`src/rtl/c4_pkg.sv`:
```
// Shared constants and types for the Connect Four move sequencer.
// Board geometry, the sequencer FSM state encoding and the thermometer helper
// used both by the height encoder and the write-data generator.
// DROP_ANIM_EN adds the drop-animation state to the FSM encoding.
package c4_pkg;

  localparam int NUM_COLS   = 7;
  localparam int NUM_ROWS   = 6;
  localparam int DROP_TICKS = 4;

  localparam int CW        = $clog2(NUM_COLS);
  localparam int HW        = $clog2(NUM_ROWS + 1);
  localparam int MC_W      = 6;
  localparam int MAX_MOVES = NUM_COLS * NUM_ROWS;

  typedef logic                player_t;
  typedef logic [HW-1:0]       height_t;
  typedef logic [CW-1:0]       col_t;
  typedef logic [NUM_ROWS-1:0] occ_t;
  typedef logic [MC_W-1:0]     count_t;

  typedef enum logic [2:0] {
    ST_IDLE,
    ST_READ,
    ST_CHECK,
`ifdef DROP_ANIM_EN
    ST_DROP,
`endif
    ST_WRITE,
    ST_REJECT,
    ST_FULL
  } state_t;

  // Thermometer word with the lowest n bits set (n pieces stacked from the bottom).
  function automatic occ_t therm(input int n);
    occ_t w;
    w = '0;
    for (int i = 0; i < NUM_ROWS; i++) begin
      w[i] = (i < n);
    end
    return w;
  endfunction

endpackage

```
`src/rtl/move_sequencer_col_height_enc.sv`:
```
// Column height encoder: converts a thermometer occupancy word (bit0 = bottom)
// into the number of stacked pieces. Any word that is not a clean thermometer
// code is flagged invalid so the sequencer can refuse to stack on a corrupt column.
module col_height_enc
  import c4_pkg::*;
(
  input  occ_t    occ,
  output height_t height,
  output logic    valid
);

  // Match the word against every legal fill level; at most one can hit.
  always_comb begin
    // NOTE: every output gets a default before the search so no path leaves it unassigned (no latch).
    height = '0;
    valid  = 1'b0;
    for (int h = 0; h <= NUM_ROWS; h++) begin
      if (occ == therm(h)) begin
        height = height_t'(h);
        valid  = 1'b1;
      end
    end
  end

endmodule

```
`src/rtl/move_sequencer.sv`:
```
// Connect Four turn controller. Serves the column-drop request of the player
// whose turn it is, reads the column occupancy word, then either commits the
// piece (occupancy + colour write, ack) or rejects it (nack). Tracks turn,
// committed move count, board-full and a sticky corrupt-word error.
// Optional feature macro: DROP_ANIM_EN (adds a timed drop animation before the write).
module move_sequencer
  import c4_pkg::*;
(
  input  logic                clk,
  input  logic                reset,
  input  logic                game_clr,
  input  logic                p0_req,
  input  logic [CW-1:0]       p0_col,
  input  logic                p1_req,
  input  logic [CW-1:0]       p1_col,
  output logic                p0_ack,
  output logic                p0_nack,
  output logic                p1_ack,
  output logic                p1_nack,
  output logic                occ_rd_en,
  output logic [CW-1:0]       occ_addr,
  input  logic [NUM_ROWS-1:0] occ_rdata,
  output logic                occ_we,
  output logic [NUM_ROWS-1:0] occ_wdata,
  output logic                clr_we,
  output logic [HW-1:0]       clr_row,
  output logic                clr_player,
  output logic                turn,
  output logic [MC_W-1:0]     move_count,
  output logic                board_full,
  output logic                err_corrupt,
  output logic                anim_valid,
  output logic [HW-1:0]       anim_row
);

  state_t  state_q, state_d;
  col_t    col_q, col_d;
  player_t turn_q, turn_d;
  count_t  count_q, count_d;
  logic    full_q, full_d;
  logic    err_q, err_d;
  logic    rd_en_q, rd_en_d;
  logic    we_q, we_d;
  occ_t    wdata_q, wdata_d;
  height_t clr_row_q, clr_row_d;
  player_t clr_player_q, clr_player_d;
  logic    p0_ack_q, p0_ack_d, p1_ack_q, p1_ack_d;
  logic    p0_nack_q, p0_nack_d, p1_nack_q, p1_nack_d;
  logic    anim_valid_q, anim_valid_d;
  height_t anim_row_q, anim_row_d;

`ifdef DROP_ANIM_EN
  localparam int TW = (DROP_TICKS > 1) ? $clog2(DROP_TICKS) : 1;
  height_t       height_q, height_d;
  logic [TW-1:0] tick_q, tick_d;
`endif

  height_t enc_height;
  logic    enc_valid;
  logic    req_turn;
  col_t    col_turn;
  logic    enter_write, enter_reject;
  height_t write_height;

  col_height_enc u_enc (
    .occ    (occ_rdata),
    .height (enc_height),
    .valid  (enc_valid)
  );

  // Only the player whose turn it is can be served; the other request waits.
  assign req_turn = turn_q ? p1_req : p0_req;
  assign col_turn = turn_q ? p1_col : p0_col;

  // Next-state and next-output logic; every output is registered with the state.
  always_comb begin
    state_d      = state_q;
    col_d        = col_q;
    turn_d       = turn_q;
    count_d      = count_q;
    err_d        = err_q;
    rd_en_d      = 1'b0;
    we_d         = 1'b0;
    wdata_d      = wdata_q;
    clr_row_d    = clr_row_q;
    clr_player_d = clr_player_q;
    anim_valid_d = 1'b0;
    anim_row_d   = '0;
    enter_write  = 1'b0;
    enter_reject = 1'b0;
    write_height = '0;
`ifdef DROP_ANIM_EN
    height_d     = height_q;
    tick_d       = tick_q;
`endif

    unique case (state_q)
      ST_IDLE: begin
        if (full_q) begin
          state_d = ST_FULL;
        end else if (req_turn) begin
          col_d = col_turn;
          if (int'(col_turn) >= NUM_COLS) begin
            state_d      = ST_REJECT;
            enter_reject = 1'b1;
          end else begin
            state_d = ST_READ;
            rd_en_d = 1'b1;
          end
        end
      end
      ST_READ: begin
        state_d = ST_CHECK;
      end
      ST_CHECK: begin
        if (!enc_valid) begin
          err_d        = 1'b1;
          state_d      = ST_REJECT;
          enter_reject = 1'b1;
        end else if (enc_height == height_t'(NUM_ROWS)) begin
          state_d      = ST_REJECT;
          enter_reject = 1'b1;
        end else begin
`ifdef DROP_ANIM_EN
          state_d      = ST_DROP;
          height_d     = enc_height;
          tick_d       = '0;
          anim_valid_d = 1'b1;
          anim_row_d   = height_t'(NUM_ROWS - 1);
`else
          state_d      = ST_WRITE;
          enter_write  = 1'b1;
          write_height = enc_height;
`endif
        end
      end
`ifdef DROP_ANIM_EN
      ST_DROP: begin
        if (anim_row_q == height_q) begin
          state_d      = ST_WRITE;
          enter_write  = 1'b1;
          write_height = height_q;
        end else begin
          anim_valid_d = 1'b1;
          if (tick_q == TW'(DROP_TICKS - 1)) begin
            tick_d     = '0;
            anim_row_d = anim_row_q - 1'b1;
          end else begin
            tick_d     = tick_q + 1'b1;
            anim_row_d = anim_row_q;
          end
        end
      end
`endif
      ST_WRITE: begin
        turn_d  = ~turn_q;
        count_d = count_q + 1'b1;
        state_d = ST_IDLE;
      end
      ST_REJECT: begin
        state_d = ST_IDLE;
      end
      ST_FULL: begin
        // One nack per request: a request still high during its own nack is not re-served.
        if (req_turn && !(p0_nack_q || p1_nack_q)) begin
          enter_reject = 1'b1;
        end
      end
      default: begin
        state_d = ST_IDLE;
      end
    endcase

    // Commit strobes: new top word is one more piece than the decoded height.
    if (enter_write) begin
      we_d         = 1'b1;
      wdata_d      = therm(int'(write_height) + 1);
      clr_row_d    = write_height;
      clr_player_d = turn_q;
    end

    p0_ack_d  = enter_write  & ~turn_q;
    p1_ack_d  = enter_write  &  turn_q;
    p0_nack_d = enter_reject & ~turn_q;
    p1_nack_d = enter_reject &  turn_q;
    full_d    = (int'(count_d) == MAX_MOVES);
  end

  // State and output registers; reset and new-game clear override any operation in flight.
  always_ff @(posedge clk) begin
    if (reset || game_clr) begin
      state_q      <= ST_IDLE;
      col_q        <= '0;
      turn_q       <= 1'b0;
      count_q      <= '0;
      full_q       <= 1'b0;
      err_q        <= 1'b0;
      rd_en_q      <= 1'b0;
      we_q         <= 1'b0;
      wdata_q      <= '0;
      clr_row_q    <= '0;
      clr_player_q <= 1'b0;
      p0_ack_q     <= 1'b0;
      p1_ack_q     <= 1'b0;
      p0_nack_q    <= 1'b0;
      p1_nack_q    <= 1'b0;
      anim_valid_q <= 1'b0;
      anim_row_q   <= '0;
`ifdef DROP_ANIM_EN
      height_q     <= '0;
      tick_q       <= '0;
`endif
    end else begin
      // NOTE: non-blocking assignments so every flop samples pre-edge values of its peers.
      state_q      <= state_d;
      col_q        <= col_d;
      turn_q       <= turn_d;
      count_q      <= count_d;
      full_q       <= full_d;
      err_q        <= err_d;
      rd_en_q      <= rd_en_d;
      we_q         <= we_d;
      wdata_q      <= wdata_d;
      clr_row_q    <= clr_row_d;
      clr_player_q <= clr_player_d;
      p0_ack_q     <= p0_ack_d;
      p1_ack_q     <= p1_ack_d;
      p0_nack_q    <= p0_nack_d;
      p1_nack_q    <= p1_nack_d;
      anim_valid_q <= anim_valid_d;
      anim_row_q   <= anim_row_d;
`ifdef DROP_ANIM_EN
      height_q     <= height_d;
      tick_q       <= tick_d;
`endif
    end
  end

  assign p0_ack      = p0_ack_q;
  assign p1_ack      = p1_ack_q;
  assign p0_nack     = p0_nack_q;
  assign p1_nack     = p1_nack_q;
  assign occ_rd_en   = rd_en_q;
  assign occ_addr    = col_q;
  assign occ_we      = we_q;
  assign occ_wdata   = wdata_q;
  assign clr_we      = we_q;
  assign clr_row     = clr_row_q;
  assign clr_player  = clr_player_q;
  assign turn        = turn_q;
  assign move_count  = count_q;
  assign board_full  = full_q;
  assign err_corrupt = err_q;
  assign anim_valid  = anim_valid_q;
  assign anim_row    = anim_row_q;

endmodule
```
`config.mk`:
```
export PLATFORM = sky130hd
export DESIGN_NAME = move_sequencer
export DESIGN_NICKNAME = d
export VERILOG_FILES = /design/src/rtl/c4_pkg.sv /design/src/rtl/move_sequencer_col_height_enc.sv /design/src/rtl/move_sequencer.sv
export SDC_FILE = /design/constraint.sdc
export NUM_CORES = 1
export LEC_CHECK = 0
export CAP_MARGIN = 15
export CORE_MARGIN = 4
export CORE_UTILIZATION = 45
export CTS_CLUSTER_SIZE = 12
export DETAILED_ROUTE_END_ITERATION = 16
export PLACE_DENSITY_LB_ADDON = 0.2
export SLEW_MARGIN = 25
export SYNTH_ARGS = -nofsm -noshare
export SYNTH_HDL_FRONTEND = slang
export SYNTH_SLANG_ARGS = --single-unit
```
`constraint.sdc`:
```
create_clock -name clk -period 3.01 [get_ports clk]
set_clock_uncertainty 0.1 [all_clocks]
set_input_delay 0.602 -clock clk [delete_from_list [all_inputs] [get_ports clk]]
set_output_delay 0.602 -clock clk [all_outputs]
set_load 0.02 [all_outputs]
```
# Word-level counts from Yosys, hierarchy flattened
# Index checks and enable logic that the tools add are counted.
[classes]
add_sub_neg = 2
magnitude_cmp = 7
n_eq_ne = 13
mux = 37
bitwise_logic = 10
n_reduce_logical = 10
[ops]
columns = ["op", "n"]
rows = [
  ["2-to-1 mux 3 bit", 12],
  ["2-to-1 mux 1 bit", 20],
  ["== test 6 bit, second input constant", 2],
  ["case mux 3 bit (4 select lines)", 1],
  ["less-than comparator 1 x 4 -> 1 bit, first input constant", 2],
  ["less-than comparator 2 x 4 -> 1 bit, first input constant", 2],
  ["less-than comparator 3 x 4 -> 1 bit, first input constant", 2],
  ["adder 6 x 1 -> 6 bit, second input constant", 1],
  ["== test 3 x 2 -> 1 bit, second input constant", 2],
  ["== test 3 bit, second input constant", 2],
  ["== test 6 x 1 -> 1 bit, second input constant", 1],
  ["== test 6 x 2 -> 1 bit, second input constant", 1],
  ["== test 6 x 3 -> 1 bit, second input constant", 1],
  ["== test 6 x 4 -> 1 bit, second input constant", 1],
  ["== test 6 x 5 -> 1 bit, second input constant", 1],
  ["logical NOT 6 bit", 1],
  ["2-to-1 mux 6 bit", 1],
  ["inverter 1 bit", 6],
  ["adder 3 x 1 -> 4 bit, second input constant", 1],
  ["bitwise AND 1 bit", 4],
  ["2-to-1 mux 2 bit", 2],
  ["AND reduction 2 bit", 2],
  ["OR reduction 4 bit", 1],
  ["== test 3 x 1 -> 1 bit, second input constant", 1],
  ["8 further kinds", 9],
]
[totals]
ff_bits = 31
output_inout_bits = 33
word_cells = 94

# Depth between registers and ports, before layout
# Gate-level depths: netlist of run 1.
[depth]
depth_word = 13
depth_mapped = 8
ltp_nobuf = 7

# Hierarchy
# Synthesis of run 1 repeated with hierarchy kept, for this count alone.
[hier_totals]
hier_cells = 173
area_unflattened_um2 = 1595.3
[by_module_without_submodules]
columns = ["module", "instances", "cells_per_inst", "area_per_inst_um2", "seq_area_each_um2"]
rows = [
  ["move_sequencer", 1, 158, 1495.2, 620.6],
  ["col_height_enc", 1, 15, 100.1, 0.0],
]

# Worst setup path after synthesis of run 1
# Ideal clock, no wire load.
[synth_path]
path_type = "input to register"
from = "input occ_rdata[1]"
to = "register wdata_q[5], in the netlist occ_wdata[5]"
setup_ps = 71
arrival_time_ps = 2147
setup_slack_ps = 692
path_stages = 6
path_buffers = 0
cell_sequence = "or4_4 > a211oi_1 > ha_1 > xor2_1 > nand3b_1 > a21oi_1"
[synth_between]
elab_chain_len = 13
[synth_rtl]
columns = ["element", "line_no", "rtl"]
rows = [
  ["start: declaration", "move_sequencer.sv:22", "input logic [NUM_ROWS-1:0] occ_rdata,"],
  ["== test 6 x 1 -> 1 bit", "move_sequencer_col_height_enc.sv:18", "if (occ == therm(h)) begin"],
  ["2-to-1 mux 1 bit", "move_sequencer_col_height_enc.sv:18", ""],
  ["2-to-1 mux 2 bit (2 in series)", "move_sequencer_col_height_enc.sv:18", ""],
  ["2-to-1 mux 3 bit (3 in series)", "move_sequencer_col_height_enc.sv:18", ""],
  ["== test 3 bit", "move_sequencer.sv:120", "end else if (enc_height == height_t'(NUM_ROWS)) begin"],
  ["2-to-1 mux 3 bit", "move_sequencer.sv:120", ""],
  ["2-to-1 mux 3 bit (*)", "move_sequencer.sv:116", "if (!enc_valid) begin"],
  ["2-to-1 mux 3 bit (*)", "move_sequencer.sv:97", "unique case (state_q)"],
  ["named net write_height[0]", "move_sequencer.sv:63", "height_t write_height;"],
  ["adder 3 x 1 -> 4 bit (*)", "move_sequencer.sv:177", "wdata_d = therm(int'(write_height) + 1);"],
  ["less-than comparator 3 x 4 -> 1 bit (*)", "c4_pkg.sv:39", "w[i] = (i < n);"],
  ["end signal: assignment", "move_sequencer.sv:223", "wdata_q <= wdata_d;"],
  ["end: declaration", "move_sequencer.sv:44", "occ_t wdata_q, wdata_d;"],
]
# The timed path passes the listed nets; every way through them passes the cells marked *.
# A chain may end at the register's enable or synchronous reset.

# Worst setup path after layout of run 1
# Same ends and word-level chain as after synthesis.

==> run_results.csv, run 1 <==
group,metric,value,unit
finish,drive_gt1_share,9.50,%
sta,hold_viol,0,
finish,design_area,2050,um2
flow_run,drv_cap,0,
setup_path,cpMaxStageDelayCell,"or4_4",
setup_path,path_class,"in2reg",
setup_path,crit_chain,"clkdlybuf4s50_1, or4_4, a211oi_1, ha_1, xor2_1, nand3b_1, a21oi_1",
floorplan,num_rows,20,
setup_path,required,3180,ps
drt,drt_wl_total,3.62,mm
power_and_ir_drop,power_leakage,0.714,nW
floorplan,fp.dieH,65.8,um
clock_tree,holdBufCountCts,0,
global_routing,overflow,0,
clock_tree,htreeDepth,2,
worst_hold_path,hp-class,"reg2reg",
power_and_ir_drop,ir_drop,279,uV
synthesis,synthesis.instances,175,
global_routing,grt_use_total,18.3,%
setup_path,worstSetupStartpointType,"input pin",
clock_tree,path_clk_slew,100,ps
finish,fillers,276,
clock_tree,clk_latency,330,ps
setup_path,critPathArrivalTime,2900,ps
synthesis,synth_edf_count,0,
global_routing,grt_pass1_vias,1400,
drt,dr_total_vias,1402,
drt,drtIter0Drc,48,
clock_tree,cts_resized,0,
placement,gp_congestion,0.833,
setup_path,worstPathMaxFanout,4,
drt,ant_nets,0,
floorplan,core,3130,um2
floorplan,die_area,4330,um2
clock_tree,cts_setup_buffers,0,
finish,synthToLayoutAreaGrowth,36.5,%
outcome,status,"finished clean",
synthesis,syn_avg_cell_area,8.59,um2
placement,hpwl,2.64,mm
worst_hold_path,hold_depth,2,
sta,finalCriticalPeriod,2740,ps
sta,period_share,91.0,%
global_routing,grt_antenna_before_repair,0,
synthesis,async_flop_share,0,%
clock_tree,clkSinkCount,31,
synthesis,ys_warn_count,0,
setup_path,end_kind,"flop",
power_and_ir_drop,p_per_area,406,nW/um2
sta,worstMarginPinSlew,593,ps
synthesis,yosys_register_bits,31,
finish,fin_nets,240,
floorplan,die_w,65.8,um
placement,io_buffers,45,
global_routing,grt_pass1_wl,6.18,mm
clock_tree,cts_tree,"done",
setup_path,slowest_delay,560,ps
sta,relSlewSlack,59.9,%
sta,max_freq,0.365,GHz
placement,placed_cell_area,1960,um2
sta,grt_setup_unrepaired,"false",
drt,avgViaCountPerCell,5.29,
global_routing,grt_max_degree,27,
clock_tree,clockBufferDepth,2,
finish,antenna_cells,0,
finish,final_util,65.6,%
floorplan,io_pins,50,
sta,slew_viol_final,0,
synthesis,yosysUniqueCellTypes,45,
clock_tree,cts-root-buf,"clkbuf_4",
clock_tree,cts_made_buffers,5,
drt,remaining_drc_errors,0,
drt,dr.pass1.iters,4,
setup_path,ff2ff_path_depth,7,
synthesis,ys_seq_area_share,41.3,%
synthesis,ys.flop_type,"dfxtp_1",
floorplan,start_util,48.0,%
drt,post_drt_wl_per_cell,13.6,um
synthesis,synth.cell_area,1500,um2
sta,setup_viol,0,
==> final timing paths <==
check,startpoint,endpoint,slack [ps]
min reg2reg,occ_wdata[5],occ_wdata[5],360
min,occ_wdata[5],occ_wdata[5],360
max,occ_rdata[1],occ_wdata[5],270
max reg2reg,state_q[1],occ_wdata[5],730
==> per-layer routing <==
metal / global-route usage (%) / vias to the layer above / routed length (um)
met5: 0 / - / 0
met4: 8.03 / 0 / 56
met3: 6.29 / 6 / 270
met2: 31.2 / 45 / 1760
met1: 20.6 / 661 / 1530
li1: - / 690 / -
==> critical path: cells and delay by family <==
family | cells | cell delay, ps
xor gates and xnor gates | 1 | 260
AOI/OAI and AO/OA | 2 | 610
adders and majority gates | 1 | 290
and+or+nand+nor | 2 | 670
buffers and inverters | 1 | 470
==> cells by family after synthesis <==
| logic type | synth area share [%] |
|---|---|
| multiplexers | 2.75 |
| buffers and inverters | 6.16 |
| flip-flops | 41.3 |
| adder cells (fa/ha/maj) | 2.50 |
| AO/OA/AOI/OAI | 16.7 |
| AND/OR/NAND/NOR | 25.6 |
| other | 0.250 |
| XOR/XNOR | 4.66 |
==> per-stage QoR <==
| stage | TNS (ps) | setup WS [ps] | hold WS, ps | total power [W] | instances |
|---|---|---|---|---|---|
| floorplan | 0 | 692 | 428 | 0.000467 | 178 |
| global placement | 0 | 81.8 | 344 | 0.000498 | 257 |
| detailed placement | -10.2 | -10.2 | 349 | 0.000501 | 257 |
| CTS | 0 | 340 | 367 | 0.000841 | 265 |
| global route | 0 | 64.6 | 401 | 0.000870 | 265 |
| finish | 0 | 271 | 365 | 0.000832 | 265 |
==> cell type report <==
class	instances	area [um2]	share of cell area, %
clock inverter	2	35.0	1.71
clock buffer	6	51.3	2.50
tap	44	55.1	2.68
multi-input combinational	130	801	39.0
sequential	31	621	30.3
timing repair buffer	48	473	23.1
inverter	4	15.0	0.732
==> placed cells by master, fill, tap and decap left out, types with 2 or more instances in the layout <==
cell type and n:
or2_2 2, a21oi_1 13, o21a_1 2, nand4_1 2, inv_1 4, o21ai_0 4
conb_1 4, xnor2_1 5, ha_1 3, xor2_1 3, nand3b_1 2, clkdlybuf4s50_1 45
a211o_1 3, nor3_1 9, buf_4 3, mux2i_1 3, a211oi_1 5, nand2_1 18
dfxtp_1 31, o22ai_1 3, nand3_1 2, nand2b_1 3, clkbuf_4 5, nor2_1 25
==> Yosys cell counts (all sizes together), types with 3 or more instances <==
library cell	instances	area [um2]
mux2i	3	30.0
nor3	9	45.0
a211oi	5	37.5
nand2b	4	32.5
nor2	25	93.8
clkbuf	6	23.8
xnor2	5	43.8
xor2	3	26.3
a21oi	13	65.1
o21ai	4	20.0
dfxtp	31	621
buf	7	53.8
nand2	18	67.6
o22ai	3	18.8
a211o	3	26.3
inv	4	15.0
ha	3	37.5
==> flip-flops by register name, indices dropped and copies added, names as in the netlist <==
name / cells
p0_ack: 1
move_count: 6
occ_wdata: 6
p0_nack: 1
clr_we: 1
occ_rd_en: 1
clr_row: 3
turn: 1
occ_addr: 3
board_full: 1
clr_player: 1
state_q: 3
p1_ack: 1
err_corrupt: 1
p1_nack: 1
==> power breakdown <==
group / total [W] / leakage [nW] / internal (W) / switching (W)
Clock: 0.000341 / 0.0482 / 0.000196 / 0.000145
Sequential: 0.000417 / 0.250 / 0.000413 / 0.00000346
Combinational: 0.0000750 / 0.415 / 0.0000370 / 0.0000380
Total: 0.000832 / 0.714 / 0.000646 / 0.000186
Power figures use the tool's default switching activity.
==> run 2, diff against run 1 <==
CORE_MARGIN = 2   (was 4)
==> run_results.csv, run 2 (synthesis results as in run 1) <==
group,metric,value,unit
finish,drive_gt1_share,9.05,%
setup_path,required,3170,ps
floorplan,die_area,3820,um2
sta,period_share,89.5,%
sta,finalCriticalPeriod,2690,ps
sta,timing.final.ws_setup,316,ps
setup_path,reg2reg_to,"occ_wdata[5]",
drt,ant_nets,0,
finish,final_cell_mix,"clkdlybuf4s50_1 (45), dfxtp_1 (31), nor2_1 (25)",
clock_tree,path_clk_slew,90,ps
clock_tree,cts_resized,0,
sta,grt_setup_unrepaired,"false",
worst_hold_path,holdPathEnd,"occ_wdata[5]",
power_and_ir_drop,clock_power_share,35.8,%
outcome,status,"finished clean",
power_and_ir_drop,intPower,0.000587,W
global_routing,overflow,0,
finish,regArea,621,um2
sta,hold_ws,363,ps
finish,final_util,65.5,%
placement,hpwl,2.50,mm
finish,fin_nets,240,
sta,relSlewSlack,64.3,%
power_and_ir_drop,p_switching,0.000178,W
finish,multi_input_area,801,um2
flow_run,drv_cap,0,
power_and_ir_drop,power.share.combinational,9.7,%
power_and_ir_drop,ir_drop,190,uV
setup_path,worstSetupStartpointType,"input pin",
floorplan,io_pins,50,
sta,hold_viol,0,
setup_path,rrSetupSlack,790,ps
floorplan,num_rows,20,
setup_path,path_class,"in2reg",
sta,worstMarginPinSlew,535,ps
worst_hold_path,hp-class,"reg2reg",
clock_tree,clockBufferDepth,2,
drt,remaining_drc_errors,0,
sta,setup_viol,0,
floorplan,fp.dieH,61.8,um
sta,max_freq,0.371,GHz
drt,dr_total_vias,1382,
power_and_ir_drop,p_per_area,376,nW/um2
worst_hold_path,hold_depth,2,
placement,io_buffers,45,
floorplan,die_w,61.8,um
finish,fillers,295,
floorplan,start_util,48.4,%
power_and_ir_drop,power.total,0.000765,W
floorplan,core,3100,um2
placement,gp_congestion,0.834,
setup_path,ff2ff_path_depth,7,
clock_tree,cts_setup_buffers,0,
drt,dr.pass1.iters,4,
worst_hold_path,min_from,"occ_wdata[5]",
global_routing,grt_use_total,19.8,%
power_and_ir_drop,swShare,23.2,%
global_routing,grt_antenna_before_repair,0,
drt,post_drt_wl_per_cell,12.7,um
drt,avgViaCountPerCell,5.22,
clock_tree,htreeDepth,2,
setup_path,end_kind,"flop",
finish,synthToLayoutAreaGrowth,35.3,%
global_routing,grt_pass1_wl,5.42,mm
placement,pre_cts_ws,-19.9,ps
power_and_ir_drop,power_frac_seq,54.4,%
sta,fin_setup_tns,0,ps
finish,antenna_cells,0,
global_routing,grt_pass1_vias,1277,
clock_tree,cts_tree,"done",
global_routing,grt_max_degree,27,
clock_tree,clkSinkCount,31,
setup_path,worstPathMaxFanout,4,
clock_tree,cts-root-buf,"clkbuf_4",
sta,slew_viol_final,0,
drt,drtIter0Drc,45,
clock_tree,clk_latency,330,ps
finish,layout_commonest_cell,"clkdlybuf4s50_1",
setup_path,regToRegStartpoint,"state_q[1]",
power_and_ir_drop,power_leakage,0.704,nW
drt,drt_wl_total,3.36,mm
clock_tree,cts_made_buffers,5,
setup_path,critPathArrivalTime,2860,ps
setup_path,startpoint,"occ_rdata[1]",
clock_tree,holdBufCountCts,0,
[run 2: changes by cell type in the layout (fill, tap and decap cells not counted)]
cell / change
bufinv_16: -1
clkbuf_1: +1
clkbuf_8: +1
clkinv_2: -1
[run 2: power groups by stage]
stage	Clock (W)	Sequential (W)	Combinational [W]
floorplan	0	0.000427	0.0000400
global placement	0	0.000426	0.0000719
detailed placement	0	0.000426	0.0000745
CTS	0.000282	0.000417	0.0000749
global route	0.000302	0.000417	0.0000817
finish	0.000274	0.000417	0.0000744
[run 2: metrics by stage]
stage,instance area (um2),std cells
2_1_floorplan,1510,178
3_3_place_gp,1960,257
3_5_place_dp,1960,257
4_1_cts,2030,265
5_1_grt,2030,265
6_report,2030,265
[run 2: area by class of cell]
class / instances / area share [%]
Multi-Input combinational cell: 130 / 39.4
Sequential cell: 31 / 30.5
Timing Repair Buffer: 48 / 23.3
Clock buffer: 8 / 3.38
Tap cell: 44 / 2.71
Inverter: 4 / 0.738
[run 2: how the worst max path moves through the flow]
| stage | cells past startpoint | slack, ps | end |
|---|---|---|---|
| 3_3_place_gp | 7 | 80 | occ_wdata[5] |
| 6_report | 7 | 320 | occ_wdata[5] |
| 5_1_grt | 7 | 210 | occ_wdata[5] |
| 3_5_place_dp | 7 | -20 | occ_wdata[5] |
| 2_1_floorplan | 6 | 690 | occ_wdata[5] |
| 4_1_cts | 7 | 320 | occ_wdata[5] |
[run 2: metal layers]
layer	wire, um	up-vias	global-route usage [%]
met5	0	-	0
met4	78	0	10.9
met2	1580	50	33.2
met1	1500	633	22.7
met3	198	9	5.38
li1	-	690	-
[run 2: worst max-delay path, cell delays in order]
cell             delay (ps)
clkdlybuf4s50_1         470
or4_4                   570
a211oi_1                420
ha_1                    280
xor2_1                  260
nand3b_1                110
a21oi_1                 160
==> run 3, diff against run 2 <==
clock period = 2.86 ns   (was 3.01 ns; I/O delays follow)
==> run_results.csv, run 3 (synthesis results as in run 1) <==
group,metric,value,unit
finish,final_cell_mix,"clkdlybuf4s50_1 (45), dfxtp_1 (31), nor2_1 (25)",
sta,fin_setup_tns,0,ps
sta,relSlewSlack,61.2,%
power_and_ir_drop,p_per_area,422,nW/um2
drt,post_drt_wl_per_cell,12.8,um
finish,drive_gt1_share,9.91,%
floorplan,fp.dieH,61.8,um
setup_path,end_kind,"flop",
setup_path,worstPathMaxFanout,4,
sta,timing.final.ws_setup,183,ps
setup_path,path_class,"in2reg",
drt,remaining_drc_errors,0,
power_and_ir_drop,ir_drop,369,uV
clock_tree,cts_resized,0,
setup_path,worst-path-buf-inv,1,
floorplan,core,3100,um2
finish,regArea,621,um2
setup_path,cpMaxStageDelayCell,"or4_4",
clock_tree,clkSinkCount,31,
clock_tree,path_clk_slew,90,ps
setup_path,slowest_delay,550,ps
clock_tree,cts_made_buffers,5,
floorplan,start_util,48.4,%
clock_tree,clk_latency,330,ps
drt,drtIter0Drc,46,
setup_path,required,3020,ps
global_routing,grt_use_total,20.0,%
clock_tree,cts_tree,"done",
outcome,status,"finished clean",
setup_path,worstSetupStartpointType,"input pin",
worst_hold_path,hp-class,"reg2reg",
sta,max_freq,0.374,GHz
finish,antenna_cells,0,
clock_tree,clockBufferDepth,2,
floorplan,die_area,3820,um2
sta,setup_viol,0,
setup_path,critPathArrivalTime,2830,ps
placement,io_buffers,45,
finish,layout_commonest_cell,"clkdlybuf4s50_1",
finish,multi_input_area,801,um2
finish,final_util,66.3,%
drt,dr_total_vias,1396,
clock_tree,cts-root-buf,"clkbuf_4",
global_routing,grt_pass1_wl,5.57,mm
sta,hold_viol,0,
floorplan,die_w,61.8,um
finish,synthToLayoutAreaGrowth,37.0,%
power_and_ir_drop,power_leakage,0.719,nW
global_routing,grt_pass1_vias,1353,
placement,gp_congestion,0.830,
sta,finalCriticalPeriod,2680,ps
clock_tree,holdBufCountCts,0,
setup_path,critical-path-top-delay-family,"simple AND/OR/NAND/NOR gates",
drt,dr.pass1.iters,4,
clock_tree,cts_setup_buffers,0,
floorplan,io_pins,50,
sta,slew_viol_final,0,
floorplan,num_rows,20,
drt,avgViaCountPerCell,5.25,
drt,ant_nets,0,
finish,fin_nets,241,
global_routing,overflow,0,
sta,period_share,93.6,%
flow_run,drv_cap,0,
global_routing,grt_antenna_before_repair,0,
clock_tree,htreeDepth,2,
global_routing,grt_max_degree,27,
drt,drt_wl_total,3.42,mm
finish,fillers,283,
setup_path,crit_chain,"clkdlybuf4s50_1, or4_4, a211oi_1, ha_1, xor2_1, nand3b_1, a21oi_1",
sta,grt_setup_unrepaired,"false",
placement,pre_cts_ws,-161,ps
placement,hpwl,2.57,mm
sta,worstMarginPinSlew,575,ps
-- run 3: changes by cell type in the layout (fill, tap and decap cells not counted), sizes merged --
| cell | delta |
|---|---|
| buf | +1 |
| clkinv | +1 |
| bufinv | +1 |
| clkbuf | -2 |
-- run 3: cell type report --
cell class | count | share of cell area (%)
clock buffers | 6 | 2.49
inverters | 4 | 0.729
multi-input cells | 130 | 38.9
well taps | 44 | 2.67
clock inverters | 2 | 1.70
flip-flops and latches | 31 | 30.2
repair buffers | 49 | 23.3
-- run 3: path summary, 6_finish.rpt --
path,start,to,slack (ps),cells past startpoint
setup / recovery,occ_rdata[1],occ_wdata[5],180,7
hold / removal,clr_player,clr_player,370,2
setup reg to reg,state_q[1],occ_wdata[5],590,7
hold reg to reg,clr_player,clr_player,370,2
-- run 3: report_power, final --
group	internal [W]	switching, W	leakage (nW)
Sequential	0.000435	0.00000352	0.250
Combinational	0.0000389	0.0000388	0.421
Clock	0.000206	0.000147	0.0482
-- run 3: layer usage --
layer	global-route usage, %	part of all wire [%]	wire [um]	up-vias
li1	-	-	-	694
met1	21.8	43	1470	652
met2	35.5	49	1690	44
met3	7.25	6.0	206	6
met4	7.29	1.4	48	0
met5	0	0	0	-
-- run 3: through the flow --
stage	instance area [um2]	hold slack (ps)	power, W	instances
after global routing	2060	396	0.000908	266
after global placement	1970	345	0.000524	258
after detailed placement	1970	357	0.000526	258
after floorplan	1510	428	0.000492	178
final	2060	374	0.000869	266
after CTS	2060	376	0.000880	266
-- run 3: worst reg2reg max path: stages (launching register included) --
cell and delay, ps:
dfxtp_1 440, nor3b_4 310, nand2_1 120, a211oi_1 410
ha_1 260, xor2_1 270, nand3b_1 120, a21oi_1 170
